==> config.mk <==
export PLATFORM = sky130hd
export DESIGN_NAME = clk_fwd_ddr_multi
export DESIGN_NICKNAME = d
export VERILOG_FILES = /design/src/rtl/clk_fwd_ddr_multi.sv
export SDC_FILE = /design/constraint.sdc
export NUM_CORES = 1
export LEC_CHECK = 0
export BUFFER_PORTS_ARGS = -buffer_cell sky130_fd_sc_hd__buf_2
export CAP_MARGIN = 5
export CORE_MARGIN = 2
export CORE_UTILIZATION = 60
export DETAILED_ROUTE_END_ITERATION = 7
export PLACE_DENSITY = 0.8
export SLEW_MARGIN = 20
export SYNTH_ARGS = -nofsm -noshare
export SYNTH_HDL_FRONTEND = slang
export SYNTH_SLANG_ARGS = --single-unit
==> constraint.sdc <==
create_clock -name clk_in -period 9.18 [get_ports clk_in]
set_input_delay 0.918 -clock clk_in [delete_from_list [all_inputs] [get_ports clk_in]]
set_output_delay 0.918 -clock clk_in [all_outputs]
set_load 0.005 [all_outputs]
==> src/rtl/clk_fwd_ddr_multi.sv <==
// Multi-channel forwarded-clock generator with lock/settle sequencer and glitch-free dividers.
// Optional CLK_FWD_INVERT_EN adds a per-channel inv_mask input; the ODDR+OBUFDS pair is modelled.
module clk_fwd_ddr_multi #(
    parameter int unsigned NCH           = 4,
    parameter int unsigned DIV_W         = 8,
    parameter int unsigned SETTLE_CYCLES = 1024
) (
    input  logic                 clk_in,
    input  logic                 rst,
    input  logic                 locked,
    input  logic [NCH-1:0]       ch_en,
    input  logic [NCH*DIV_W-1:0] div_sel,
`ifdef CLK_FWD_INVERT_EN
    input  logic [NCH-1:0]       inv_mask,
`endif
    output logic [NCH-1:0]       clk_out_p,
    output logic [NCH-1:0]       clk_out_n,
    output logic                 ready,
    output logic [NCH-1:0]       ch_active
);

    localparam int unsigned SCNT_W = (SETTLE_CYCLES > 1) ? $clog2(SETTLE_CYCLES) : 1;
    localparam logic [SCNT_W-1:0] SCNT_LAST = SCNT_W'(SETTLE_CYCLES - 1);

    typedef enum logic [1:0] {
        StWaitLock,
        StSettle,
        StRun
    } seq_state_e;

    seq_state_e        r_state;
    seq_state_e        w_state_nx;
    logic [SCNT_W-1:0] r_scnt;
    logic [SCNT_W-1:0] w_scnt_nx;
    logic              w_run;

    always_ff @(posedge clk_in) begin
        if (rst) begin
            r_state <= StWaitLock;
            r_scnt  <= '0;
        end else begin
            r_state <= w_state_nx;
            r_scnt  <= w_scnt_nx;
        end
    end

    always_comb begin
        w_state_nx = r_state;
        w_scnt_nx  = r_scnt;
        unique case (r_state)
            StWaitLock: begin
                w_scnt_nx = '0;
                if (locked) w_state_nx = StSettle;
            end
            StSettle: begin
                if (!locked) begin
                    w_state_nx = StWaitLock;
                    w_scnt_nx  = '0;
                end else if (r_scnt == SCNT_LAST) begin
                    w_state_nx = StRun;
                    w_scnt_nx  = '0;
                end else begin
                    w_scnt_nx = r_scnt + 1'b1;
                end
            end
            StRun: begin
                if (!locked) w_state_nx = StWaitLock;
            end
            default: w_state_nx = StWaitLock;
        endcase
    end

    assign ready = (r_state == StRun);
    // Losing lock parks every channel on the same edge the sequencer leaves RUN.
    assign w_run = (r_state == StRun) && locked;

    for (genvar g = 0; g < NCH; g++) begin : g_ch
        logic             r_act, r_lvl, r_d1, r_d2, r_q1, r_q2;
        logic [DIV_W-1:0] r_cnt, r_div;
        logic             w_act_nx, w_lvl_nx, w_d1_nx, w_d2_nx, w_inv_nx, w_pin;
        logic [DIV_W-1:0] w_cnt_nx, w_div_nx, w_div_in, w_last;

        assign w_div_in = div_sel[g*DIV_W +: DIV_W];
        assign w_last   = r_div - 1'b1;

        always_comb begin
            w_act_nx = r_act;
            w_lvl_nx = r_lvl;
            w_cnt_nx = r_cnt;
            w_div_nx = r_div;
            if (!w_run) begin
                w_act_nx = 1'b0;
                w_lvl_nx = 1'b0;
                w_cnt_nx = '0;
                if (!r_act) w_div_nx = w_div_in;
            end else if (!r_act) begin
                w_div_nx = w_div_in;
                if (ch_en[g]) begin
                    w_act_nx = 1'b1;
                    w_lvl_nx = (w_div_in != '0);
                    w_cnt_nx = '0;
                end
            end else if (r_div == '0) begin
                // Full rate: every cycle is a period boundary.
                if (!ch_en[g]) begin
                    w_act_nx = 1'b0;
                end else begin
                    w_div_nx = w_div_in;
                    w_lvl_nx = (w_div_in != '0);
                    w_cnt_nx = '0;
                end
            end else if (r_cnt != w_last) begin
                w_cnt_nx = r_cnt + 1'b1;
            end else if (r_lvl) begin
                w_lvl_nx = 1'b0;
                w_cnt_nx = '0;
                if (!ch_en[g]) w_act_nx = 1'b0;
            end else begin
                w_div_nx = w_div_in;
                w_lvl_nx = (w_div_in != '0);
                w_cnt_nx = '0;
            end
        end

`ifdef CLK_FWD_INVERT_EN
        logic r_inv;
        assign w_inv_nx = r_act ? r_inv : inv_mask[g];
        always_ff @(posedge clk_in) begin
            if (rst) r_inv <= 1'b0;
            else     r_inv <= w_inv_nx;
        end
`else
        assign w_inv_nx = 1'b0;
`endif

        always_comb begin
            w_d1_nx = w_inv_nx;
            w_d2_nx = w_inv_nx;
            if (w_act_nx) begin
                if (w_div_nx == '0) begin
                    w_d1_nx = ~w_inv_nx;
                    w_d2_nx = w_inv_nx;
                end else begin
                    w_d1_nx = w_lvl_nx ^ w_inv_nx;
                    w_d2_nx = w_lvl_nx ^ w_inv_nx;
                end
            end
        end

        always_ff @(posedge clk_in) begin
            if (rst) begin
                r_act <= 1'b0;
                r_lvl <= 1'b0;
                r_cnt <= '0;
                r_div <= '0;
                r_d1  <= 1'b0;
                r_d2  <= 1'b0;
            end else begin
                r_act <= w_act_nx;
                r_lvl <= w_lvl_nx;
                r_cnt <= w_cnt_nx;
                r_div <= w_div_nx;
                r_d1  <= w_d1_nx;
                r_d2  <= w_d2_nx;
            end
        end

        // SAME_EDGE ODDR: D1 drives the high phase, D2 the low phase, one cycle after capture.
        always_ff @(posedge clk_in) begin
            r_q1 <= r_d1;
            r_q2 <= r_d2;
        end

        assign w_pin        = clk_in ? r_q1 : r_q2;
        assign clk_out_p[g] = w_pin;
        assign clk_out_n[g] = ~w_pin;
        assign ch_active[g] = r_act;
    end

endmodule

== After elaboration in Yosys (flattened, before gate mapping) ==
Cells that the tools add are included.
Storage, ports and cells
  register bits: 100
  output and inout port bits: 13
  word-level logic and storage cells: 195
Operators by class
  add/subtract/negate cells: 9
  eq/ne operators: 10
  multiplexer cells: 108
  bitwise operators: 9
  reduce and logical (&&, ||, !) cells: 25
Operators by type and width (number)
  2-to-1 mux 8 bit: 44
  zero test 8 bit: 8
  2-to-1 mux 1 bit: 56
  adder 8 x 1 -> 8 bit (second input constant): 4
  inequality test 8 bit: 4
  nonzero test 8 bit: 4
  subtractor 8 x 1 -> 8 bit (second input constant): 4
  2-to-1 mux 10 bit: 2
  one-hot mux 10 bit (2 select lines): 1
  OR reduction 3 bit: 4
  adder 10 x 1 -> 10 bit (second input constant): 1
  equality test 10 bit (second input constant): 1
  OR reduction 2 bit: 5
  inverter 1 bit: 9
  2-to-1 mux 2 bit: 4
  one-hot mux 2 bit (3 select lines): 1
  inequality test 2 bit (second input constant): 2
  inequality test 3 bit (second input constant): 1
  AND reduction 3 bit: 1
  equality test 2 x 1 -> 1 bit (second input constant): 1
  equality test 2 bit (second input constant): 1
  zero test 2 bit: 1
  nonzero test 2 bit: 1
  logical AND 1 bit: 1

== Depth between registers and ports, before layout ==
  depth in word-level cells: 8
  gate-level depth with buffers: 12
  mapped depth without buffers: 10

==> summary.txt <==
Pwr
  – Sequential share of power: 0.478
  – Lkg Pwr: 2.85 nW
  – Sw Share: 0.286
  – Combinational Power Share: 0.134
  – P_int: 685 uW
  – Pwr Density: 135 nW/um2
  – VDD IR-drop max: 0.145 mV
  – Clock power frac: 0.389
  – Switching power total: 275 uW

Clocking
  – Post_cts resized: 0
  – Setup Fix Bufs, Post-CTS: 0
  – CTS tree: done
  – Insertion delay to the later sink of the worst-skew pair: 0.50 ns
  – Worst-path clk slew: 0.09 ns
  – Post-CTS Hold Fix Bufs: 0

Logic synthesis
  – Distinct cells, synth: 85
  – Seq/Total Area, Yosys: 0.316
  – Post-Syn Instances: 798
  – Yosys top cell by area: dfxtp_1
  – Main flop type after synthesis: dfxtp_1
  – Cells taking the most area after synthesis: dfxtp_1 (32%), a21oi_1 (5.7%), nor2_1 (5.2%)
  – Mapped Avg Cell Area: 7.94 um2
  – Mapped Area: 6340 um2
  – Syn Nets: 850
  – FFs w/ async S/R, synth: 0
  – Share of the synthesized area in the top cell type: 0.316
  – #FFs+latches synth: 100
  – Yosys Warn Count: 0
  – Post-synth EDFFs: 0

STA
  – Slew Limit Fails: 0
  – Setup TNS after final layout: 0 ns
  – Setup Viol. Count Final: 0
  – Final Hold Viols: 0
  – Worst-margin pin slew: 0.902 ns
  – Worst rel slew slack: 0.399
  – Clock Skew: 0.0115 ns
  – RSZ-0062 raised after global routing: false

Run status
  – Status: finished, final reports clean

Drt
  – Via/cell ratio: 6.45
  – Drt drc: 0
  – Drt wl/cell: 17.5 um
  – Vias: 6365
  – Post-Route WL: 17200 um
  – Post-route ant nets: 0
  – Number of DRC markers in iteration 0: 457
  – Drt pass-1 iters: 7

Placement
  – GPL Wtd Cong: 0.929
  – Placed Cells: 943
  – Port Buffers: 51
  – DPL Wire Length: 11700 um

Worst setup path
  – Top delay family on crit path: buffers and inverters
  – CP Capture Type: output pin
  – Crit path buf inv count: 11
  – Cell repeated most along the worst path: clkbuf_8
  – Worst Path Arrival: 6.33 ns
  – Critical Path Start Type: clock port
  – WP data required: 8.26 ns
  – Max incr delay on CP: 0.38 ns
  – Crit-path slowest cell: mux2i_1
  – Critical path class: clk2out
  – Critical path cell sequence: clkbuf_8 -> clkbuf_8 -> clkbuf_8 -> clkbuf_8 -> clkbuf_8 -> clkbuf_8 -> mux2i_1 -> clkbuf_8 -> clkbuf_8 -> clkbuf_8 -> inv_1 -> buf_2
  – Crit-path max FO: 2

GRT
  – GRT Resource Usage Total: 0.314
  – Largest net degree at the start of global routing: 45
  – GR Overflow Total: 0
  – First-pass GRT wire length: 28300 um
  – Vias in the first global route: 6148
  – Antenna violations before repair: 0

Cells and area
  – Diode count: 0
  – Commonest non-fill, non-tap cells in the layout: dfxtp_1 (100), nor2_1 (87), a21oi_1 (72), buf_2 (51), nand2_1 (41)
  – Fin cells: 987
  – # nets final: 898
  – Layout Utilization: 0.694
  – Syn-to-layout area delta: 12.5%
  – Filler cell count: 853
  – Commonest non-fill, non-tap cell in the layout: dfxtp_1
  – Fraction of layout instances using a drive strength above 1: 0.155

Floorplan
  – I/O pins: 52
  – Row count: 37
  – Starting Density: 0.617
  – Die area: 11400 um2
  – Die X: 107 um
  – Die extent in y: 107 um
  – Core region area: 10300 um2

Flow run
  – Max Cap Violations: 0

Min path
  – Hold WC Path Type: reg2reg
-- kinds of logic (layout without fill, tap and decap cells) --
logic type,count (synthesis),count (layout),share of synthesized area
fa+ha+maj,13,13,0.0257
simple gates,327,327,0.283
flops,100,100,0.316
xor+xnor,35,35,0.0505
compound gates,239,239,0.252
mux,16,16,0.0257
buf+inv,68,121,0.0472
-- flip-flops by register name, summed over array words and instances (netlist names) --
register	count
r_scnt	10
g_ch.r_act	4
g_ch.r_lvl	4
g_ch.r_q1	4
g_ch.r_div	32
g_ch.r_cnt	32
r_state	2
g_ch.r_d1	4
g_ch.r_d2	4
g_ch.r_q2	4
-- final timing paths --
path | start | endpoint | slack (ns) | cells after the start
hold / removal | g_ch[1].r_d2$_SDFF_PP0_ | g_ch[1].r_q2$_DFF_P_ | 0.33 | 0
setup reg to reg | g_ch[1].r_div[0]$_SDFF_PP0_ | g_ch[1].r_d1$_SDFF_PP0_ | 5.90 | 10
setup / recovery | clk_in | clk_out_p[0] | 1.93 | 12
hold reg to reg | g_ch[1].r_d2$_SDFF_PP0_ | g_ch[1].r_q2$_DFF_P_ | 0.33 | 0
-- area by class of cell --
| class | instances | area [um2] | share of cell area |
|---|---|---|---|
| Clock buffer | 46 | 563 | 0.0790 |
| Clock inverter | 10 | 55.1 | 0.00772 |
| Inverter | 21 | 78.8 | 0.0111 |
| Multi-Input combinational cell | 630 | 4040 | 0.566 |
| Sequential cell | 100 | 2000 | 0.281 |
| Tap cell | 136 | 170 | 0.0239 |
| Timing Repair Buffer | 44 | 223 | 0.0312 |
-- worst reg2reg max path: cells and delay by family (launching register included) --
kind | cells | cell delay, ns
AO/OA/AOI/OAI | 5 | 1.16
flip-flops | 1 | 0.38
multiplexers | 1 | 0.40
adder cells (fa/ha/maj) | 1 | 0.26
AND/OR/NAND/NOR | 2 | 0.88
buffers and inverters | 1 | 0.10
-- synth_stat cells (4+ instances only) --
cell type,count
a211oi_1,8
a21bo_2,5
a21o_1,7
a21oi_1,72
a221oi_1,4
a22oi_1,8
a311oi_1,5
a31oi_1,14
and2_1,5
and3_1,23
buf_4,8
clkbuf_1,29
dfxtp_1,100
ha_1,13
inv_1,25
mux2i_1,14
nand2_1,41
nand2b_1,8
nand3_1,34
nand3b_1,14
nor2_1,87
nor2b_1,24
nor3_1,20
nor3b_1,11
nor4_1,12
o211a_1,5
o21a_1,4
o21ai_0,38
o22ai_1,12
o31ai_1,8
or2_2,9
or3_1,14
xnor2_1,25
xor2_1,9
-- per-stage QoR --
step	worst slack [ns]	area [um2]	hold WS (ns)	power, mW
floorplan	3.12	6340	0.310	0.573
global placement	3.37	6570	0.310	0.596
detailed placement	3.37	6570	0.312	0.599
CTS	1.83	7130	0.335	0.966
global route	1.90	7130	0.338	1.00
finish	1.93	7130	0.334	0.960
-- power groups by stage --
| stage | registers, mW | logic, mW | clock network (mW) |
|---|---|---|---|
| global placement | 0.468 | 0.122 | 0.00660 |
| detailed placement | 0.468 | 0.125 | 0.00660 |
| floorplan | 0.459 | 0.0993 | 0.0153 |
| global route | 0.460 | 0.142 | 0.400 |
| finish | 0.459 | 0.128 | 0.373 |
| CTS | 0.458 | 0.126 | 0.383 |
-- routing by layer --
layer	part of all wire	track usage
met1	0.43	0.380
met2	0.48	0.505
met3	0.073	0.0912
met4	0.023	0.168
met5	0	0
Power figures use the tool's default switching activity.
